File: src/rtl/comb_sweep_tester.sv
// comb_sweep_tester: walks every input vector of a combinational netlist,
// holds each one for SETTLE cycles, then folds the sampled response into
// a MISR. At the end of the sweep the signature is compared to golden.
module comb_sweep_tester #(
    parameter int unsigned           IN_W   = 10,
    parameter int unsigned           OUT_W  = 5,
    parameter int unsigned           SIG_W  = 16,
    parameter int unsigned           SETTLE = 2,
    parameter logic [SIG_W-1:0]      POLY   = 16'h1021,
    parameter logic [SIG_W-1:0]      SEED   = '0
) (
    input  logic              clk,
    input  logic              rst,
    input  logic              start,
    input  logic              abort,
    input  logic [SIG_W-1:0]  golden,
    input  logic [OUT_W-1:0]  resp_in,
    output logic [IN_W-1:0]   vec_out,
    output logic              busy,
    output logic              done,
    output logic              pass,
    output logic [SIG_W-1:0]  signature,
    output logic [IN_W:0]     vec_count
);

    // Counter must be able to hold SETTLE because it increments on every
    // WAIT cycle, including the one that hands over to CAPTURE.
    localparam int unsigned CNT_W = (SETTLE > 1) ? $clog2(SETTLE + 1) : 1;

    typedef enum logic [1:0] {
        ST_IDLE    = 2'd0,
        ST_WAIT    = 2'd1,
        ST_CAPTURE = 2'd2,
        ST_DONE    = 2'd3
    } state_t;

    state_t            state_q, state_d;
    logic [IN_W-1:0]   vec_q, vec_d;
    logic [SIG_W-1:0]  sig_q, sig_d;
    logic [CNT_W-1:0]  cnt_q, cnt_d;
    logic [IN_W:0]     count_q, count_d;
    logic              pass_q, pass_d;
    logic              busy_q, busy_d;
    logic              done_q, done_d;
    logic [SIG_W-1:0]  misr_nxt;

    // MISR step: shift left, fold the MSB back through POLY, XOR the response.
    always_comb begin
        misr_nxt = {sig_q[SIG_W-2:0], 1'b0}
                 ^ (sig_q[SIG_W-1] ? POLY : '0)
                 ^ SIG_W'(resp_in);
    end

    // Next-state and registered-output decode; abort beats the CAPTURE update.
    always_comb begin
        state_d = state_q;
        vec_d   = vec_q;
        sig_d   = sig_q;
        cnt_d   = cnt_q;
        count_d = count_q;
        pass_d  = pass_q;
        busy_d  = busy_q;
        done_d  = done_q;
        unique case (state_q)
            ST_IDLE, ST_DONE: begin
                if (start) begin
                    state_d = ST_WAIT;
                    vec_d   = '0;
                    sig_d   = SEED;
                    cnt_d   = '0;
                    count_d = '0;
                    pass_d  = 1'b0;
                    done_d  = 1'b0;
                    busy_d  = 1'b1;
                end
            end
            ST_WAIT, ST_CAPTURE: begin
                if (abort) begin
                    state_d = ST_IDLE;
                    vec_d   = '0;
                    sig_d   = SEED;
                    cnt_d   = '0;
                    count_d = '0;
                    pass_d  = 1'b0;
                    done_d  = 1'b0;
                    busy_d  = 1'b0;
                end else if (state_q == ST_WAIT) begin
                    cnt_d = cnt_q + CNT_W'(1);
                    if (cnt_q == CNT_W'(SETTLE - 1))
                        state_d = ST_CAPTURE;
                end else begin
                    sig_d   = misr_nxt;
                    count_d = count_q + (IN_W+1)'(1);
                    if (&vec_q) begin
                        state_d = ST_DONE;
                        pass_d  = (misr_nxt == golden);
                        busy_d  = 1'b0;
                        done_d  = 1'b1;
                    end else begin
                        state_d = ST_WAIT;
                        vec_d   = vec_q + IN_W'(1);
                        cnt_d   = '0;
                    end
                end
            end
            default: state_d = ST_IDLE;
        endcase
    end

    // State and output registers, async reset to the idle/seed values.
    always_ff @(posedge clk or posedge rst) begin
        if (rst) begin
            state_q <= ST_IDLE;
            vec_q   <= '0;
            sig_q   <= SEED;
            cnt_q   <= '0;
            count_q <= '0;
            pass_q  <= 1'b0;
            busy_q  <= 1'b0;
            done_q  <= 1'b0;
        end else begin
            state_q <= state_d;
            vec_q   <= vec_d;
            sig_q   <= sig_d;
            cnt_q   <= cnt_d;
            count_q <= count_d;
            pass_q  <= pass_d;
            busy_q  <= busy_d;
            done_q  <= done_d;
        end
    end

    assign vec_out   = vec_q;
    assign busy      = busy_q;
    assign done      = done_q;
    assign pass      = pass_q;
    assign signature = sig_q;
    assign vec_count = count_q;

endmodule

File: config.mk
export PLATFORM = sky130hd
export DESIGN_NAME = comb_sweep_tester
export DESIGN_NICKNAME = d
export VERILOG_FILES = /design/src/rtl/comb_sweep_tester.sv
export SDC_FILE = /design/constraint.sdc
export NUM_CORES = 1
export LEC_CHECK = 0
export CAP_MARGIN = 15
export CELL_PAD_IN_SITES_DETAIL_PLACEMENT = 2
export CELL_PAD_IN_SITES_GLOBAL_PLACEMENT = 2
export CORE_UTILIZATION = 32
export CTS_BUF_LIST = sky130_fd_sc_hd__clkbuf_4
export CTS_CLUSTER_DIAMETER = 200
export DETAILED_ROUTE_END_ITERATION = 6
export PLACE_DENSITY_LB_ADDON = 0.1
export SYNTH_ARGS = -nofsm -noshare
export SYNTH_HDL_FRONTEND = slang
export SYNTH_SLANG_ARGS = --single-unit
File: constraint.sdc
create_clock -name clk -period 4.1 [get_ports clk]
set_clock_uncertainty 0.1 [all_clocks]
set_input_delay 0.82 -clock clk [delete_from_list [all_inputs] [get_ports clk]]
set_output_delay 0.82 -clock clk [all_outputs]
set_load 0.005 [all_outputs]
==> results.yml, run 1 <==
floorplanning:
  die_w_um: 88.2
  initial_core_util_pct: 33.0
  die_h_um: 88.2
  rows: 31
  fp.coreArea_um2: 7210
  dieArea_um2: 7780
  io_pins: 65
timing:
  period_share_pct: 64.6
  worst_slack_ps: 1450
  grt_setup_unrepaired: "false"
  slew_viol_final: 0
  hold_viol: 0
  slew_headroom_pct: 47.2
  max_freq_mhz: 377
  finalSetupTns_ps: 0
  worst_hold_slack_ps: 408
  setup_viol: 0
  layout_min_cycle_time_ps: 2650
  tightest_slew_ps: 787
critical_path:
  cp_slowest_cell: "or3b_2"
  worst_setup_path_start_kind: "primary input"
  reg2reg_slack_ps: 1590
  cp_data_arrival_time_ps: 2830
  crit_top_cell: "nand2_1"
  r2r_cells: 6
  required_ps: 4280
  cp-end-kind: "flop"
  cp_max_fo: 19
  crit_path_max_incr_delay_ps: 570
  setup.worst_path.class: "in -> reg"
  path_cells: "clkdlybuf4s50_1 -> or3b_2 -> nand2_1 -> buf_4 -> nand2_1 -> o31ai_1"
detailed_routing:
  drt-total-wl_mm: 7.19
  dr.first_iter.drc_count: 72
  via_per_inst: 5.29
  antenna_left: 0
  wire_per_inst_um: 17.3
  first_pass_iters: 4
  num_vias: 2197
  drc: 0
clocking:
  cts_tree: "done"
  hold_buffers: 0
  cts_num_sinks: 44
  htree_levels: 2
  clk_path_buf_depth: 2
  clk_pin_slew_ps: 140
  cts_resized: 0
  clock_latency_ps: 380
  cts_setup_buffers: 0
  cts_buffers: 5
  clockRootBuffer: "clkbuf_4"
status:
  status: "complete, no violations"
yosys:
  yosys_register_bits: 44
  synthArstFlopShare_pct: 100
  synthesis.area_um2: 2380
  synth_compound_area_share_pct: 16.7
  netlist_instances: 249
  synth_top_family_by_area: "simple AND/OR/NAND/NOR gates"
  syn_avg_cell_area_um2: 9.55
  yosys.area_share.simple_pct: 21.4
  synth_xor_xnor_area_share_pct: 9.94
  ys_seq_area_share_pct: 46.3
  synthAdderAreaFrac_pct: 2.10
  synth_edf_count: 0
  synthFlopType: "dfrtp_1"
  yosysWarnings: 0
  synth_mux_area_share_pct: 0
  synthesis.nets: 278
  yosysUniqueCellTypes: 47
place:
  io_buffers: 64
  gp_congestion: 0.736
  pre_cts_slack_ps: 1030
  dpl_cell_area_um2: 3120
  hpwl_mm: 5.36
global_routing:
  grt_usage_pct: 19.8
  grt_max_degree: 25
  overflow: 0
  grt_pass1_vias: 2253
  antenna_found_initial: 0
  grt_pass1_wl_mm: 11.6
job:
  maxCapViolCount: 0
power_and_ir_drop:
  powerDensity_nw_per_um2: 435
  p_leak_nw: 1.27
  worst_ir_drop_vdd_uv: 151
cells_and_area:
  layout_commonest_cell: "clkdlybuf4s50_1"
  diodes: 0
  area_growth_syn_to_layout_pct: 33.3
  final_cell_mix: "64 x clkdlybuf4s50_1, 44 x dfrtp_1, 33 x nand2_1"
  layout-drive-gt1-share_pct: 6.65
  design_area_um2: 3170
  nets: 344
hold_path:
  hold_path_class: "reg -> reg"
  worstHoldPathCells: 1
state kept, by name, summed over array words and instances (netlist names):
signal / flops
vec_count: 11
signature: 16
done: 1
vec_out: 10
pass: 1
busy: 1
state_q: 2
cnt_q: 2
per-stage QoR:
step / util, % / cells / power, mW
2_1_floorplan: - / 249 / 0.941
3_3_place_gp: 43.2 / 407 / 1.16
3_5_place_dp: 43.2 / 407 / 1.18
4_1_cts: 43.9 / 415 / 1.40
5_1_grt: 43.9 / 415 / 1.48
6_report: 43.9 / 415 / 1.38
report_power, final:
part,total (mW),internal (mW),switching (mW)
clock network,0.217,0.0633,0.153
logic,0.603,0.244,0.359
registers,0.559,0.492,0.0671
total,1.38,0.799,0.580
path summary, 6_finish.rpt:
check,from,endpoint
min,cnt_q[0],cnt_q[0]
max,abort,signature[2]
min reg2reg,cnt_q[0],cnt_q[0]
max in group asynchronous,rst,signature[14]
min in group asynchronous,rst,state_q[0]
max reg2reg,state_q[0],signature[2]
synthesized netlist by cell type (2+ instances only):
cell	n	area (µm²)
dfrtp_1	44	1100
nand4_1	5	31.3
or3_1	8	50.1
a21oi_1	12	60.1
nand2_1	33	124
inv_1	8	30.0
and3_1	4	25.0
o21ai_0	22	110
a22o_1	3	26.3
o211ai_1	2	15.0
o31ai_1	7	52.6
nor3_1	4	20.0
nand4_2	2	25.0
or4_1	2	15.0
and4_1	2	17.5
nor3b_1	2	15.0
buf_2	4	20.0
nor4_1	2	12.5
ha_1	4	50.1
a21o_1	3	22.5
nand3_1	7	35.0
nor2_1	11	41.3
a31oi_1	3	18.8
buf_6	2	22.5
nor2b_1	3	18.8
xnor2_1	18	158
xor2_1	9	78.8
or3b_2	2	17.5
clkbuf_1	3	11.3
routing by layer:
metal	vias up	global-route usage [%]	routed length (µm)
li1	1026	-	-
met1	1119	26.7	3340
met2	43	32.7	3570
met3	9	3.08	189
met4	0	6.01	97
met5	-	0	0
cells by family (layout without fill, tap and decap cells):
kind of cell | Yosys count | count (layout)
xor gates and xnor gates | 27 | 27
AOI/OAI and AO/OA | 63 | 63
DFF | 44 | 44
adders and majority gates | 4 | 4
buffers and inverters | 17 | 84
and+or+nand+nor | 94 | 94
final cells by class:
type,instances,area (µm²)
flip-flops and latches,44,1100
multi-input cells,188,1190
clock inverters,3,13.8
inverters,8,30.0
well taps,99,124
fillers,801,4040
clock buffers,5,37.5
repair buffers,68,671
worst max-delay path: cells and delay by family:
family / cells / cell delay, ps
buf+inv: 2 / 830
simple gates: 3 / 1100
compound gates: 1 / 70
(Power assumes the default switching activity.)
==> run 2: changes to the inputs <==
CORE_UTILIZATION = 30   (was 32)
clock period = 2.5 ns   (was 4.1 ns; I/O delays follow)
==> run 2 against run 1 <==
Count of clock-buffer cells in the layout is 1 higher; power increased by 72%; sequential cell count stayed put; combinational power up 84%; cell area increased by 2.4%; non-clock buffer count up 8; die area rose by 6.5%; utilization shrank 1.7 points; hold slack got worse by 21 ps; largest power group unchanged.
==> results.yml, run 2 (same netlist as run 1, synthesis figures left out) <==
status:
  status: "complete, no violations"
detailed_routing:
  num_vias: 2164
  first_pass_iters: 4
  drt-total-wl_mm: 7.15
  wire_per_inst_um: 16.8
  dr.first_iter.drc_count: 57
  via_per_inst: 5.09
  antenna_left: 0
  drc: 0
floorplanning:
  dieArea_um2: 8290
  rows: 32
  die_h_um: 91.0
  initial_core_util_pct: 30.9
  fp.coreArea_um2: 7690
  io_pins: 65
  die_w_um: 91.0
cells_and_area:
  nets: 352
  n_fill_cell: 877
  final_cell_mix: "64 x clkdlybuf4s50_1, 44 x dfrtp_1, 33 x nand2_1"
  area_growth_syn_to_layout_pct: 36.5
  multi_input_area_um2: 1190
  largest_register_ffs: 16
  layout-drive-gt1-share_pct: 8.98
  diodes: 0
  design_area_um2: 3250
  layout_commonest_cell: "clkdlybuf4s50_1"
  regArea_um2: 1100
global_routing:
  grt_usage_pct: 18.8
  grt_max_degree: 45
  overflow: 0
  grt_pass1_wl_mm: 12.4
  met2_usage_pct: 32.4
  top_usage_layer: "met2"
  antenna_found_initial: 0
  grt_pass1_vias: 2411
  use_met3_pct: 3.52
  use_met1_pct: 24.3
power_and_ir_drop:
  p_leak_nw: 1.32
  powerDensity_nw_per_um2: 731
  worst_ir_drop_vdd_uv: 365
clocking:
  cts_resized: 0
  htree_levels: 2
  clk_pin_slew_ps: 130
  cts_buffers: 5
  clockRootBuffer: "clkbuf_4"
  clk_path_buf_depth: 2
  cts_setup_buffers: 0
  cts_num_sinks: 44
  cts_tree: "done"
  hold_buffers: 0
  clock_latency_ps: 360
timing:
  slew_viol_final: 0
  tightest_slew_ps: 729
  max_freq_mhz: 451
  finalSetupTns_ps: 0
  layout_min_cycle_time_ps: 2220
  hold_viol: 0
  slew_headroom_pct: 51.2
  setup_viol: 0
  period_share_pct: 88.7
  grt_setup_unrepaired: "false"
job:
  maxCapViolCount: 0
place:
  dpl_cell_area_um2: 3200
  gp_congestion: 0.740
  io_buffers: 64
  hpwl_mm: 5.44
critical_path:
  reg2reg_slack_ps: 280
  worst_setup_path_start_kind: "flop"
  startpoint: "state_q[0]"
  rr_startpoint: "state_q[0]"
  setup.worst_path.end: "vec_count[10]"
  cp_max_fo: 11
  setup.worst_path.class: "reg -> reg"
  r2r_cells: 5
  required_ps: 2680
  cp-end-kind: "flop"
  cp_data_arrival_time_ps: 2400
  r2r-end: "vec_count[10]"
hold_path:
  hold_path_class: "reg -> reg"
[run 2: cell count changes in the layout (fill, tap and decap cells not counted), sizes merged]
cell,previous run,this run
clkinv,4,2
buf,4,12
clkbuf,5,6
[run 2: critical path, cell delays in order (launching register included)]
cell and delay (ps):
dfrtp_1 420, ha_1 470, or3b_2 240, nand4_2 210, or4_1 540, a21oi_1 150
[run 2: area by class of cell]
class | count | share of cell area, %
well taps | 102 | 3.93
flip-flops and latches | 44 | 33.9
repair buffers | 76 | 22.9
multi-input cells | 188 | 36.8
inverters | 8 | 0.925
clock inverters | 1 | 0.154
clock buffers | 6 | 1.39
[run 2: metrics by stage]
step | utilization (%) | hold WS (ps) | total power, mW | instances | setup WS (ps)
6_report | 42.2 | 387 | 2.37 | 425 | 282
5_1_grt | 42.2 | 429 | 2.56 | 425 | 130
4_1_cts | 42.2 | 395 | 2.43 | 425 | 249
3_5_place_dp | 41.6 | 377 | 2.06 | 418 | 53.1
3_3_place_gp | 41.6 | 367 | 2.02 | 418 | 1.65
2_1_floorplan | - | 346 | 1.54 | 249 | 450
[run 2: worst min path at each step]
stage,startpoint,to,slack (ps),depth (start not counted)
floorplan,cnt_q[0],cnt_q[0],350,1
global placement,cnt_q[0],cnt_q[0],370,1
detailed placement,cnt_q[0],cnt_q[0],380,1
CTS,cnt_q[0],cnt_q[0],390,1
global route,cnt_q[0],cnt_q[0],430,1
finish,cnt_q[0],cnt_q[0],390,1
[run 2: power breakdown]
part	switching (mW)	internal, mW
combinational	0.631	0.482
sequential	0.107	0.807
clock	0.231	0.115
total	0.969	1.40
[run 2: per-layer routing]
layer  share of wire (%)  wire (µm)
met5                   0          0
met4                0.74         53
met3                 3.7        264
met2                  50       3590
met1                  45       3250
==> run 3: changes to the inputs <==
ABC_CLOCK_PERIOD_IN_PS = 2500   (was unset)
==> results of run 3 <==
Same layout as run 2: the final DEF is identical, and so are final timing and power.
